## config.mk

```make
export PLATFORM = sky130hd
export DESIGN_NAME = uart_alu_flat
export DESIGN_NICKNAME = d
export VERILOG_FILES = /design/src/rtl/config_pkg.sv /design/src/rtl/uart_alu_if.sv /design/src/rtl/uart_alu_serdes.sv /design/src/rtl/uart_alu.sv /design/src/flat_wrapper.sv
export SDC_FILE = /design/constraint.sdc
export NUM_CORES = 1
export LEC_CHECK = 0
export BUFFER_PORTS_ARGS = -buffer_cell sky130_fd_sc_hd__buf_2
export CORE_UTILIZATION = 55
export DETAILED_ROUTE_END_ITERATION = 12
export PLACE_DENSITY = 0.82
export SYNTH_ARGS = -nofsm -noshare
export SYNTH_HDL_FRONTEND = slang
export SYNTH_HIERARCHICAL = 1
export SYNTH_SLANG_ARGS = --single-unit
```

## constraint.sdc

```tcl
create_clock -name clk_i -period 8.15 [get_ports clk_i]
set_input_delay 1.63 -clock clk_i [delete_from_list [all_inputs] [get_ports clk_i]]
set_output_delay 1.63 -clock clk_i [all_outputs]
set_load 0.05 [all_outputs]
```

## src/rtl/config_pkg.sv

```systemverilog
// Shared definitions for the uart_alu block: command opcodes, parser
// state encoding, arithmetic mode and the bit-period helper.
package config_pkg;

  localparam logic [7:0] OP_ECHO  = 8'hEC;
  localparam logic [7:0] OP_ADD32 = 8'h10;
  localparam logic [7:0] OP_MUL32 = 8'h11;

  typedef enum logic [2:0] {
    ST_IDLE,
    ST_RSVD,
    ST_LEN_LO,
    ST_LEN_HI,
    ST_DATA,
    ST_EXEC,
    ST_RESP
  } parser_state_t;

  typedef enum logic [1:0] {
    MODE_ECHO,
    MODE_ADD,
    MODE_MUL
  } mode_t;

  // Whole core clocks per serial bit, rounded down.
  function automatic int unsigned clks_per_bit(input int unsigned clk_hz,
                                               input int unsigned baud);
    return clk_hz / baud;
  endfunction

endpackage

```

## src/rtl/uart_alu_if.sv

```systemverilog
// Pin-level bundle of the uart_alu block.
//   rxd_i  : serial receive line into the block, idle high
//   txd_o  : serial transmit line out of the block, idle high
//   busy_o : block is handling a packet or still sending its response
// master = host side (drives rxd_i), slave = uart_alu.
interface uart_alu_if;
  logic rxd_i;
  logic txd_o;
  logic busy_o;

  modport master (output rxd_i, input txd_o, input busy_o);
  modport slave  (input rxd_i, output txd_o, output busy_o);
endinterface

```

## src/rtl/uart_alu_serdes.sv

```systemverilog
// 8N1 UART bit engines with byte-strobe interfaces.
//   clk_i, rst_i : core clock, async active-high reset
//   rxd          : raw serial input (synchronised here)
//   rx_data      : received byte, valid while rx_valid pulses for 1 cycle
//   tx_data      : byte to send, accepted when tx_valid && tx_ready
//   tx_ready     : transmitter idle and able to take a byte
//   tx_active    : a frame is on the line
//   txd          : registered serial output
module uart_alu_serdes #(
  parameter int unsigned CLKS_PER_BIT = 104
) (
  input  logic       clk_i,
  input  logic       rst_i,
  input  logic       rxd,
  output logic [7:0] rx_data,
  output logic       rx_valid,
  input  logic [7:0] tx_data,
  input  logic       tx_valid,
  output logic       tx_ready,
  output logic       tx_active,
  output logic       txd
);

  localparam int CNT_W = (CLKS_PER_BIT > 2) ? $clog2(CLKS_PER_BIT) : 1;
  localparam logic [CNT_W-1:0] BIT_LAST  = CNT_W'(CLKS_PER_BIT - 1);
  localparam logic [CNT_W-1:0] HALF_LAST = CNT_W'(CLKS_PER_BIT / 2 - 1);

  typedef enum logic [1:0] {RX_IDLE, RX_START, RX_DATA, RX_STOP} rx_state_t;
  typedef enum logic [1:0] {TX_IDLE, TX_START, TX_DATA, TX_STOP} tx_state_t;

  // ---------------- receiver ----------------
  rx_state_t        rx_state;
  logic [1:0]       rx_sync;
  logic             rx_prev;
  logic [CNT_W-1:0] rx_cnt;
  logic [2:0]       rx_bit;
  logic [7:0]       rx_shift;

  // NOTE: clocked state uses non-blocking assignments so every flop samples
  // pre-edge values regardless of statement order.
  always_ff @(posedge clk_i or posedge rst_i) begin
    if (rst_i) begin
      rx_sync  <= 2'b11;
      rx_prev  <= 1'b1;
      rx_state <= RX_IDLE;
      rx_cnt   <= '0;
      rx_bit   <= '0;
      rx_shift <= '0;
      rx_data  <= '0;
      rx_valid <= 1'b0;
    end else begin
      rx_sync  <= {rx_sync[0], rxd};
      rx_prev  <= rx_sync[1];
      rx_valid <= 1'b0;
      case (rx_state)
        RX_IDLE: begin
          if (rx_prev && !rx_sync[1]) begin
            rx_state <= RX_START;
            rx_cnt   <= '0;
          end
        end
        RX_START: begin
          // Mid-bit confirmation; a high line here was only a glitch.
          if (rx_cnt == HALF_LAST) begin
            rx_cnt <= '0;
            rx_bit <= '0;
            rx_state <= rx_sync[1] ? RX_IDLE : RX_DATA;
          end else begin
            rx_cnt <= rx_cnt + CNT_W'(1);
          end
        end
        RX_DATA: begin
          if (rx_cnt == BIT_LAST) begin
            rx_cnt   <= '0;
            rx_shift <= {rx_sync[1], rx_shift[7:1]};
            if (rx_bit == 3'd7) rx_state <= RX_STOP;
            else                rx_bit   <= rx_bit + 3'd1;
          end else begin
            rx_cnt <= rx_cnt + CNT_W'(1);
          end
        end
        RX_STOP: begin
          if (rx_cnt == BIT_LAST) begin
            rx_cnt   <= '0;
            rx_state <= RX_IDLE;
            // A low stop bit is a framing error: the byte is dropped.
            if (rx_sync[1]) begin
              rx_data  <= rx_shift;
              rx_valid <= 1'b1;
            end
          end else begin
            rx_cnt <= rx_cnt + CNT_W'(1);
          end
        end
        default: rx_state <= RX_IDLE;
      endcase
    end
  end

  // ---------------- transmitter ----------------
  tx_state_t        tx_state;
  logic [CNT_W-1:0] tx_cnt;
  logic [2:0]       tx_bit;
  logic [7:0]       tx_shift;

  assign tx_ready  = (tx_state == TX_IDLE);
  assign tx_active = (tx_state != TX_IDLE);

  always_ff @(posedge clk_i or posedge rst_i) begin
    if (rst_i) begin
      tx_state <= TX_IDLE;
      tx_cnt   <= '0;
      tx_bit   <= '0;
      tx_shift <= '0;
      txd      <= 1'b1;
    end else begin
      case (tx_state)
        TX_IDLE: begin
          txd <= 1'b1;
          if (tx_valid) begin
            tx_shift <= tx_data;
            txd      <= 1'b0;
            tx_cnt   <= '0;
            tx_state <= TX_START;
          end
        end
        TX_START: begin
          if (tx_cnt == BIT_LAST) begin
            tx_cnt   <= '0;
            tx_bit   <= '0;
            txd      <= tx_shift[0];
            tx_state <= TX_DATA;
          end else begin
            tx_cnt <= tx_cnt + CNT_W'(1);
          end
        end
        TX_DATA: begin
          if (tx_cnt == BIT_LAST) begin
            tx_cnt <= '0;
            if (tx_bit == 3'd7) begin
              txd      <= 1'b1;
              tx_state <= TX_STOP;
            end else begin
              tx_bit   <= tx_bit + 3'd1;
              tx_shift <= {1'b0, tx_shift[7:1]};
              txd      <= tx_shift[1];
            end
          end else begin
            tx_cnt <= tx_cnt + CNT_W'(1);
          end
        end
        TX_STOP: begin
          if (tx_cnt == BIT_LAST) tx_state <= TX_IDLE;
          else                    tx_cnt   <= tx_cnt + CNT_W'(1);
        end
        default: tx_state <= TX_IDLE;
      endcase
    end
  end

endmodule

```

## src/rtl/uart_alu.sv

```systemverilog
// Serial-attached arithmetic block. Parses packets
//   opcode, reserved, len_lo, len_hi, (len-4) payload bytes
// arriving on the UART and answers with ECHO / ADD32 / MUL32 results.
//   clk_i, rst_i : core clock, async active-high reset
//   bus.rxd_i    : UART receive line
//   bus.txd_o    : UART transmit line
//   bus.busy_o   : packet in progress or response still being sent
module uart_alu
  import config_pkg::*;
#(
  parameter int unsigned CLK_HZ  = 12000000,
  parameter int unsigned BAUD    = 115200,
  parameter logic [15:0] MAX_LEN = 16'd260
) (
  input logic       clk_i,
  input logic       rst_i,
  uart_alu_if.slave bus
);

  localparam int unsigned CLKS_PER_BIT = clks_per_bit(CLK_HZ, BAUD);

  logic [7:0] rx_data;
  logic       rx_valid;
  logic       tx_ready;
  logic       tx_active;
  logic       txd;

  // ---------------- response FIFO (4 x 8) ----------------
  logic [7:0] fifo_mem [4];
  logic [1:0] wr_ptr, rd_ptr;
  logic [2:0] fifo_count;
  logic       fifo_full, fifo_empty;
  logic       push, pop;
  logic [7:0] push_data;

  assign fifo_full  = (fifo_count == 3'd4);
  assign fifo_empty = (fifo_count == 3'd0);
  assign pop        = tx_ready && !fifo_empty;

  uart_alu_serdes #(.CLKS_PER_BIT(CLKS_PER_BIT)) u_serdes (
    .clk_i     (clk_i),
    .rst_i     (rst_i),
    .rxd       (bus.rxd_i),
    .rx_data   (rx_data),
    .rx_valid  (rx_valid),
    .tx_data   (fifo_mem[rd_ptr]),
    .tx_valid  (!fifo_empty),
    .tx_ready  (tx_ready),
    .tx_active (tx_active),
    .txd       (txd)
  );

  // NOTE: the FIFO storage has no reset; the pointers and count alone
  // define what is valid, which keeps the array out of the reset tree.
  always_ff @(posedge clk_i) begin
    if (push) fifo_mem[wr_ptr] <= push_data;
  end

  always_ff @(posedge clk_i or posedge rst_i) begin
    if (rst_i) begin
      wr_ptr     <= '0;
      rd_ptr     <= '0;
      fifo_count <= '0;
    end else begin
      if (push) wr_ptr <= wr_ptr + 2'd1;
      if (pop)  rd_ptr <= rd_ptr + 2'd1;
      case ({push, pop})
        2'b10:   fifo_count <= fifo_count + 3'd1;
        2'b01:   fifo_count <= fifo_count - 3'd1;
        default: fifo_count <= fifo_count;
      endcase
    end
  end

  // ---------------- parser / accumulator ----------------
  parser_state_t state;
  mode_t         mode;
  logic [7:0]    len_lo;
  logic [15:0]   remaining;
  logic [1:0]    byte_idx;
  logic [1:0]    resp_idx;
  logic [23:0]   word_buf;
  logic [31:0]   acc;
  logic [31:0]   mul_a, mul_b, prod;
  logic [4:0]    mul_cnt;
  logic          busy;

  logic [15:0] len_full;
  logic [31:0] word_next;
  logic [31:0] acc_next;
  logic [31:0] mul_part;
  logic        last_byte;

  assign len_full  = {rx_data, len_lo};
  // Little-endian word completed by the byte currently on rx_data.
  assign word_next = {rx_data, word_buf};
  assign acc_next  = (byte_idx == 2'd3) ? acc + word_next : acc;
  assign mul_part  = mul_b[0] ? mul_a : 32'd0;
  assign last_byte = (remaining == 16'd1);

  // ADD32 pushes its LSB on the same edge as the last payload byte so the
  // response starts within two cycles; the other three bytes follow in RESP.
  // NOTE: every output of this block gets a default first, so no path can
  // leave a value held and infer a latch.
  always_comb begin
    push      = 1'b0;
    push_data = rx_data;
    if (state == ST_DATA && rx_valid && !fifo_full) begin
      if (mode == MODE_ECHO) begin
        push = 1'b1;
      end else if (mode == MODE_ADD && last_byte) begin
        push      = 1'b1;
        push_data = acc_next[7:0];
      end
    end else if (state == ST_RESP && mode != MODE_ECHO && !fifo_full) begin
      push      = 1'b1;
      push_data = acc[{resp_idx, 3'b000} +: 8];
    end
  end

  always_ff @(posedge clk_i or posedge rst_i) begin
    if (rst_i) begin
      state     <= ST_IDLE;
      mode      <= MODE_ECHO;
      len_lo    <= '0;
      remaining <= '0;
      byte_idx  <= '0;
      resp_idx  <= '0;
      word_buf  <= '0;
      acc       <= '0;
      mul_a     <= '0;
      mul_b     <= '0;
      prod      <= '0;
      mul_cnt   <= '0;
      busy      <= 1'b0;
    end else begin
      busy <= (state != ST_IDLE) || !fifo_empty || tx_active;
      case (state)
        ST_IDLE: begin
          // Unknown bytes are dropped here, which resynchronises the stream.
          if (rx_valid) begin
            case (rx_data)
              OP_ECHO:  begin mode <= MODE_ECHO; state <= ST_RSVD; end
              OP_ADD32: begin mode <= MODE_ADD;  state <= ST_RSVD; end
              OP_MUL32: begin mode <= MODE_MUL;  state <= ST_RSVD; end
              default:  state <= ST_IDLE;
            endcase
          end
        end
        ST_RSVD: begin
          if (rx_valid) state <= ST_LEN_LO;
        end
        ST_LEN_LO: begin
          if (rx_valid) begin
            len_lo <= rx_data;
            state  <= ST_LEN_HI;
          end
        end
        ST_LEN_HI: begin
          if (rx_valid) begin
            byte_idx  <= '0;
            resp_idx  <= '0;
            word_buf  <= '0;
            remaining <= len_full - 16'd4;
            acc       <= (mode == MODE_MUL) ? 32'd1 : 32'd0;
            if (len_full < 16'd4 || len_full > MAX_LEN)
              state <= ST_IDLE;
            else if (len_full == 16'd4)
              state <= (mode == MODE_ECHO) ? ST_IDLE : ST_RESP;
            else
              state <= ST_DATA;
          end
        end
        ST_DATA: begin
          if (rx_valid) begin
            remaining <= remaining - 16'd1;
            byte_idx  <= byte_idx + 2'd1;
            word_buf  <= {rx_data, word_buf[23:8]};
            case (mode)
              MODE_ECHO: begin
                if (last_byte) state <= ST_IDLE;
              end
              MODE_ADD: begin
                acc <= acc_next;
                if (last_byte) begin
                  state    <= ST_RESP;
                  resp_idx <= push ? 2'd1 : 2'd0;
                end
              end
              MODE_MUL: begin
                // Trailing bytes of a partial word never start a multiply.
                if (byte_idx == 2'd3) begin
                  mul_a   <= acc;
                  mul_b   <= word_next;
                  prod    <= '0;
                  mul_cnt <= '0;
                  state   <= ST_EXEC;
                end else if (last_byte) begin
                  state <= ST_RESP;
                end
              end
              default: state <= ST_IDLE;
            endcase
          end
        end
        ST_EXEC: begin
          // Shift-add, one multiplier bit per cycle; rx bytes are dropped.
          mul_a   <= mul_a << 1;
          mul_b   <= mul_b >> 1;
          mul_cnt <= mul_cnt + 5'd1;
          if (mul_cnt == 5'd31) begin
            acc   <= prod + mul_part;
            state <= (remaining == 16'd0) ? ST_RESP : ST_DATA;
          end else begin
            prod <= prod + mul_part;
          end
        end
        ST_RESP: begin
          if (mode == MODE_ECHO) begin
            state <= ST_IDLE;
          end else if (push) begin
            resp_idx <= resp_idx + 2'd1;
            if (resp_idx == 2'd3) state <= ST_IDLE;
          end
        end
        default: state <= ST_IDLE;
      endcase
    end
  end

  assign bus.txd_o  = txd;
  assign bus.busy_o = busy;

endmodule

```

## src/flat_wrapper.sv

```systemverilog
// flat-port wrapper written by rule: the top's interface ports become plain ports
module uart_alu_flat import config_pkg::*;
#(
  parameter int unsigned CLK_HZ  = 12000000,
  parameter int unsigned BAUD    = 115200,
  parameter logic [15:0] MAX_LEN = 16'd260
)
  (clk_i, rst_i, bus_rxd_i, bus_txd_o, bus_busy_o);
  uart_alu_if bus_i ();
  input logic clk_i;
  input logic rst_i;
  input wire logic [$bits(bus_i.rxd_i)-1:0] bus_rxd_i;
  output wire logic [$bits(bus_i.txd_o)-1:0] bus_txd_o;
  output wire logic [$bits(bus_i.busy_o)-1:0] bus_busy_o;
  assign bus_i.rxd_i = bus_rxd_i;
  assign bus_txd_o = bus_i.txd_o;
  assign bus_busy_o = bus_i.busy_o;
  uart_alu #(.CLK_HZ(CLK_HZ), .BAUD(BAUD), .MAX_LEN(MAX_LEN)) u_core (.clk_i(clk_i), .rst_i(rst_i), .bus(bus_i));
endmodule
```

==> Word-level counts from Yosys, hierarchy flattened <==
Memory sizes are Yosys's and may differ from the RTL's.
Index checks and enable logic that the tools add are counted.
W data, S select, Z words.
{ "op_classes": {"n_addsub": 15, "magnitude_cmp": 2, "n_eq_ne": 59, "shifts": 1, "mux": 113, "reduce_logical": 53} }
{ "ops": {"columns": ["cell", "n"], "rows": [
  ["$mux W32", 16],
  ["$pmux W32 S2", 3],
  ["$pmux W32 S3", 1],
  ["$add A32 B32 Y32", 2],
  ["$mux W3", 21],
  ["$mux W8", 7],
  ["$mux W24", 2],
  ["$pmux W24 S2", 1],
  ["$ne A2 B2 Y1 const B", 22],
  ["$mux W7", 6],
  ["$pmux W7 S3", 2],
  ["$mux W2", 19],
  ["$mux W16", 2],
  ["$pmux W16 S2", 1],
  ["$shiftx A32 B6 Y8", 1],
  ["$pmux W3 S7", 1],
  ["$reduce_and A5 Y1", 4],
  ["$eq A3 B3 Y1 const B", 6],
  ["$pmux W3 S2", 3],
  ["$eq A16 B1 Y1 const B", 1],
  ["$eq A16 B3 Y1 const B", 1],
  ["$eq A2 B2 Y1 const B", 8],
  ["$eq A8 B5 Y1 const B", 2],
  ["$gt A16 B9 Y1 const B", 1],
  ["other kinds (43)", 110]
]} }
{ "totals": {"reg_bits": 251, "mem_bits_rw": 32, "in_bits": 3, "output_inout_bits": 2, "elab_cells": 274, "memories": 1} }
{ "memory_table": {"columns": ["memory", "depth", "width", "rd", "rd_ports_with_merged_regs", "wr", "line_no", "rtl"], "rows": [
  ["u_core.fifo_mem", 4, 8, 1, 0, 1, "uart_alu.sv:29", "logic [7:0] fifo_mem [4];"]
]} }

==> Longest topological paths before layout <==
{ "logic_depth": {"word_depth": 10, "depth_mapped": 14, "depth_no_buf": 14} }

==> Hierarchy <==
The synthesis kept the hierarchy.
{ "by_module_without_submodules": {"columns": ["module", "instances", "cells_each", "area_each_um2", "seq_area_each_um2"], "rows": [
  ["uart_alu", 1, 1562, 14610.3, 5915.7],
  ["uart_alu_serdes", 1, 232, 2702.6, 1331.3]
]} }

==> Worst setup path after synthesis <==
No wires, ideal clock.
{ "synth_path": {"kind": "flip-flop to flip-flop", "startpoint": "reg u_core.mul_b[0]", "endpoint": "reg u_core.acc[30]", "setup_time_ps": 127, "arrival_ps": 3086, "required_ps": 8023, "setup_slack_ps": 4937, "stages_incl_launch_ff": 14, "n_path_buf": 1, "period_less_slack_ps": 3213, "path_cell_list": "dfrtp_1 > clkbuf_1 > and2_1 > ha_1 > fa_1 > a211oi_1 > o21bai_1 > o221ai_1 > a21oi_1 > o21bai_1 > a211oi_1 > or4_1 > nand3_1 > a31oi_1"} }
{ "synth_via": {"elab_chain_len": 4} }
{ "synth_rtl": {"columns": ["item", "line_no", "rtl"], "rows": [
  ["from (decl)", "uart_alu.sv:84", "logic [31:0] mul_a, mul_b, prod;"],
  ["from (signal assigned)", "uart_alu.sv:194", "mul_b <= word_next;"],
  ["from (signal assigned)", "uart_alu.sv:209", "mul_b <= mul_b >> 1;"],
  ["$mux W32", "uart_alu.sv:98", "assign mul_part = mul_b[0] ? mul_a : 32'd0;"],
  ["$add A32 B32 Y32", "uart_alu.sv:212", "acc <= prod + mul_part;"],
  ["$mux W32", "uart_alu.sv:211", "if (mul_cnt == 5'd31) begin"],
  ["$pmux W32 S3", "uart_alu.sv:138", "case (state)"],
  ["to (signal assigned)", "uart_alu.sv:165", "acc <= (mode == MODE_MUL) ? 32'd1 : 32'd0;"],
  ["to (signal assigned)", "uart_alu.sv:184", "acc <= acc_next;"],
  ["to (signal assigned)", "uart_alu.sv:212", null],
  ["to (decl)", "uart_alu.sv:83", "logic [31:0] acc;"]
]} }
Every way passes these cells. The select of a mux whose other input is x is not followed.
A chain may end at the register's enable or synchronous reset.

==> Worst setup path after layout <==
Ends and elaborated chain as after synthesis.

==> metrics.md <==
| Metric | Value |
|---|---|
| Outcome | `finished, final reports clean` |
| Clk Latency, worst-skew pair | `0.58 ns` |
| Post-CTS Resized | `0` |
| # diodes | `0` |
| Pwr dens | `164 nW/um^2` |
| Vias/cell | `6.32` |
| Final Skew | `0.0292 ns` |
| Async S/R FF share, synth | `88.7%` |
| Num CTS Buffers | `30` |
| Top cell type's share of synthesized area | `35.7%` |
| WHS | `0.360 ns` |
| Vias in the first global route | `13300` |
| Final Hold Fails | `0` |
| Startpoint Class | `flip-flop` |
| # Max-Cap Violations | `0` |
| Min Tclk post-route | `4.01 ns` |
| Slew @ Worst Pin | `1.29 ns` |
| First-pass GRT wire length | `69800 um` |
| CTS Buffer Depth | `3` |
| Relative slew slack | `13.8%` |
| Seq pwr share | `48.3%` |
| Die height | `179 um` |
| Largest net degree at the start of global routing | `134` |
| Worst setup margin | `4.14 ns` |
| Via count of the routed design | `13700` |
| Switching Share | `22.3%` |
| Internal power | `2.36 mW` |
| Setup Slack @ Placement | `4.27 ns` |
| Arrival time worst endpoint | `4.40 ns` |
| Synthesized Nets | `1891` |
| Root buf cell | `clkbuf_16` |
| Synth cell types | `100` |
| Routed Antenna Nets | `0` |
| Clock power frac | `48.6%` |
| Fillers | `2470` |
| CP required | `8.54 ns` |
| Final setup fails | `0` |
| Critical Path End Type | `flip-flop` |
| Total GRT Usage | `26.7%` |
| TNS Setup | `0 ns` |
| CTS Hold Bufs | `0` |
| Htree depth | `1` |
| Post-Route Utilization | `60.4%` |
| CTS tree | `done` |
| Kind of critical path | `flip-flop to flip-flop` |
| Mean Syn Cell Area | `9.65 um^2` |
| Placer's final routability congestion estimate | `0.955` |
| Yosys warning total | `6` |
| Layout Nets | `1843` |
| Area Growth Syn to Fin | `7.21%` |
| Drt pass-1 iters | `8` |
| Net Sw Power | `0.677 mW` |
| Peak VDD IR | `0.162 mV` |
| Gr ovfl total | `0` |
| LEAKAGE | `8.81 nW` |
| Port buffer count | `4` |
| CTS clk-pin slew, worst paths | `0.06 ns` |
| Seq cells post-synth | `283` |
| Die extent in x | `179 um` |
| Initial antenna violation count | `0` |
| Number of flops mapped to enable cells by yosys | `32` |
| CTS sink cnt | `283` |
| RSZ-0062 raised after global routing | `no` |
| Site row count | `64` |
| Register area share after synthesis | `41.9%` |
| Netlist Area Pre-Place | `17300 um^2` |
| Post-synth top flop | `dfrtp_1` |
| Wire per inst | `19.8 um` |
| Die Area | `32200 um^2` |
| Worst min-delay path class | `flip-flop to flip-flop` |
| Max frequency | `249 MHz` |
| Top post-synthesis cells by area | `dfrtp_1, ha_1, edfxtp_1` |
| Slew Limit Fails | `0` |
| Final WL | `42800 um` |
| 1st-iter DRT viols | `1073` |
| Post-DP HPWL | `29800 um` |
| Final Cycle Share | `49.2%` |
| Core area | `30700 um^2` |
| DRC Markers | `0` |
| Syn Inst Count | `1794` |
| Combinational share of power | `3.1%` |
| Initial Utilization | `56.3%` |
| Layout cell share with drive strength beyond 1 | `10.1%` |
| Io pins | `5` |
| Critical Path Fanout Max | `33` |
| Dominant cell type by area after synthesis | `dfrtp_1` |
| Setup repair bufs after CTS | `0` |
layer usage:
| layer | up-vias | wire [um] | GRT usage [%] |
|---|---|---|---|
| met5 | - | 0 | 0 |
| met4 | 0 | 1750 | 10.7 |
| met3 | 114 | 2440 | 3.44 |
| met2 | 458 | 20800 | 45.8 |
| met1 | 6706 | 17900 | 34.3 |
| li1 | 6414 | - | - |
worst max-delay path: stages, from the launching register on:
cell and delay [ns]:
dfrtp_1 0.68, and2_1 0.29, ha_1 0.22, fa_1 0.43, a211oi_1 0.33, o21bai_1 0.17, o221ai_1 0.26, a21oi_1 0.15
o21bai_1 0.43, a211oi_1 0.17, or4_1 0.50, nand3_1 0.12, a31oi_1 0.08
cell usage in the layout (no fill, tap or decap), drive strengths merged, types with 17 or more instances in the layout:
master	netlist	layout
a22o	34	34
xnor2	30	30
o21ai	182	182
buf	31	17
nor2b	18	18
mux2	48	48
nand3	45	45
and2	50	50
xor2	39	39
nand2	233	233
inv	42	42
mux2i	74	74
a21o	33	33
clkbuf	66	38
a31oi	25	25
edfxtp	32	32
nor3	20	20
dfrtp	247	247
ha	91	91
a21oi	114	114
and3	19	19
nor2	94	94
final timing paths:
check / end / from / cells after the start / slack [ns]
max: u_core/acc[30] / u_core/mul_b[0] / 12 / 4.14
min: u_core/u_serdes/rx_sync[1] / u_core/u_serdes/rx_sync[0] / 0 / 0.36
max reg2reg: u_core/acc[30] / u_core/mul_b[0] / 12 / 4.14
min reg2reg: u_core/u_serdes/rx_sync[1] / u_core/u_serdes/rx_sync[0] / 0 / 0.36
max in group asynchronous: u_core/mul_b[1] / rst_i / 3 / 5.34
min in group asynchronous: u_core/prod[3] / rst_i / 2 / 1.26
layout make-up:
type / count / area [um^2] / area share, %
repair buffers: 17 / 118 / 0.634
well taps: 396 / 495 / 2.67
inverters: 44 / 186 / 1.00
clock inverters: 17 / 254 / 1.37
clock buffers: 38 / 811 / 4.37
flip-flops and latches: 283 / 7250 / 39.0
multi-input cells: 1370 / 9450 / 50.9
logic make-up after synthesis:
| family | after synthesis | share of synthesized area, % |
|---|---|---|
| flip-flops | 283 | 41.9 |
| AO/OA/AOI/OAI | 514 | 19.0 |
| multiplexers | 138 | 9.48 |
| buffers and inverters | 141 | 3.71 |
| XOR/XNOR | 69 | 3.49 |
| adder cells (fa/ha/maj) | 94 | 6.92 |
| AND/OR/NAND/NOR | 555 | 15.6 |
per-stage QoR:
stage                     power (mW)  std cells  area (um^2)
after detailed placement        1.59       2110        17500
after global placement          1.58       2110        17500
after global routing            3.13       2165        18600
after floorplan                 1.56       1794        17300
final                           3.04       2165        18600
after CTS                       3.06       2165        18600
cells in the mapped netlist, types with 10 or more instances:
| library cell | number |
|---|---|
| o21a_1 | 11 |
| or3_1 | 13 |
| and2_1 | 49 |
| nor2_1 | 91 |
| o21ai_1 | 17 |
| nor3_1 | 20 |
| clkbuf_1 | 64 |
| a31oi_1 | 24 |
| a211oi_1 | 13 |
| inv_1 | 41 |
| xor2_1 | 39 |
| buf_6 | 10 |
| a21oi_1 | 111 |
| ha_1 | 91 |
| dfrtp_1 | 247 |
| and3_1 | 18 |
| mux4_2 | 16 |
| o211ai_1 | 10 |
| a21o_1 | 33 |
| nand4_1 | 16 |
| nor2b_1 | 17 |
| nand2_1 | 230 |
| mux2i_1 | 74 |
| edfxtp_1 | 32 |
| o31ai_1 | 16 |
| xnor2_1 | 30 |
| buf_1 | 12 |
| nand3_1 | 44 |
| a22o_1 | 34 |
| mux2_2 | 46 |
| o21ai_0 | 163 |
registers in the layout (all words and copies together), names as in the netlist, 16 cells and up, named ones only:
signal,count
u_core/remaining,16
u_core/mul_a,32
u_core/prod,32
u_core/mul_b,32
u_core/fifo_mem,32
u_core/acc,32
u_core/word_buf,24
power groups by stage:
stage / Clock [mW] / Sequential (mW) / Combinational (mW)
after floorplan: 0 / 1.49 / 0.0726
after global placement: 0 / 1.49 / 0.0884
after detailed placement: 0 / 1.49 / 0.0930
after CTS: 1.49 / 1.47 / 0.0963
after global routing: 1.55 / 1.47 / 0.108
final: 1.48 / 1.47 / 0.0942
Power figures use the tool's default switching activity.
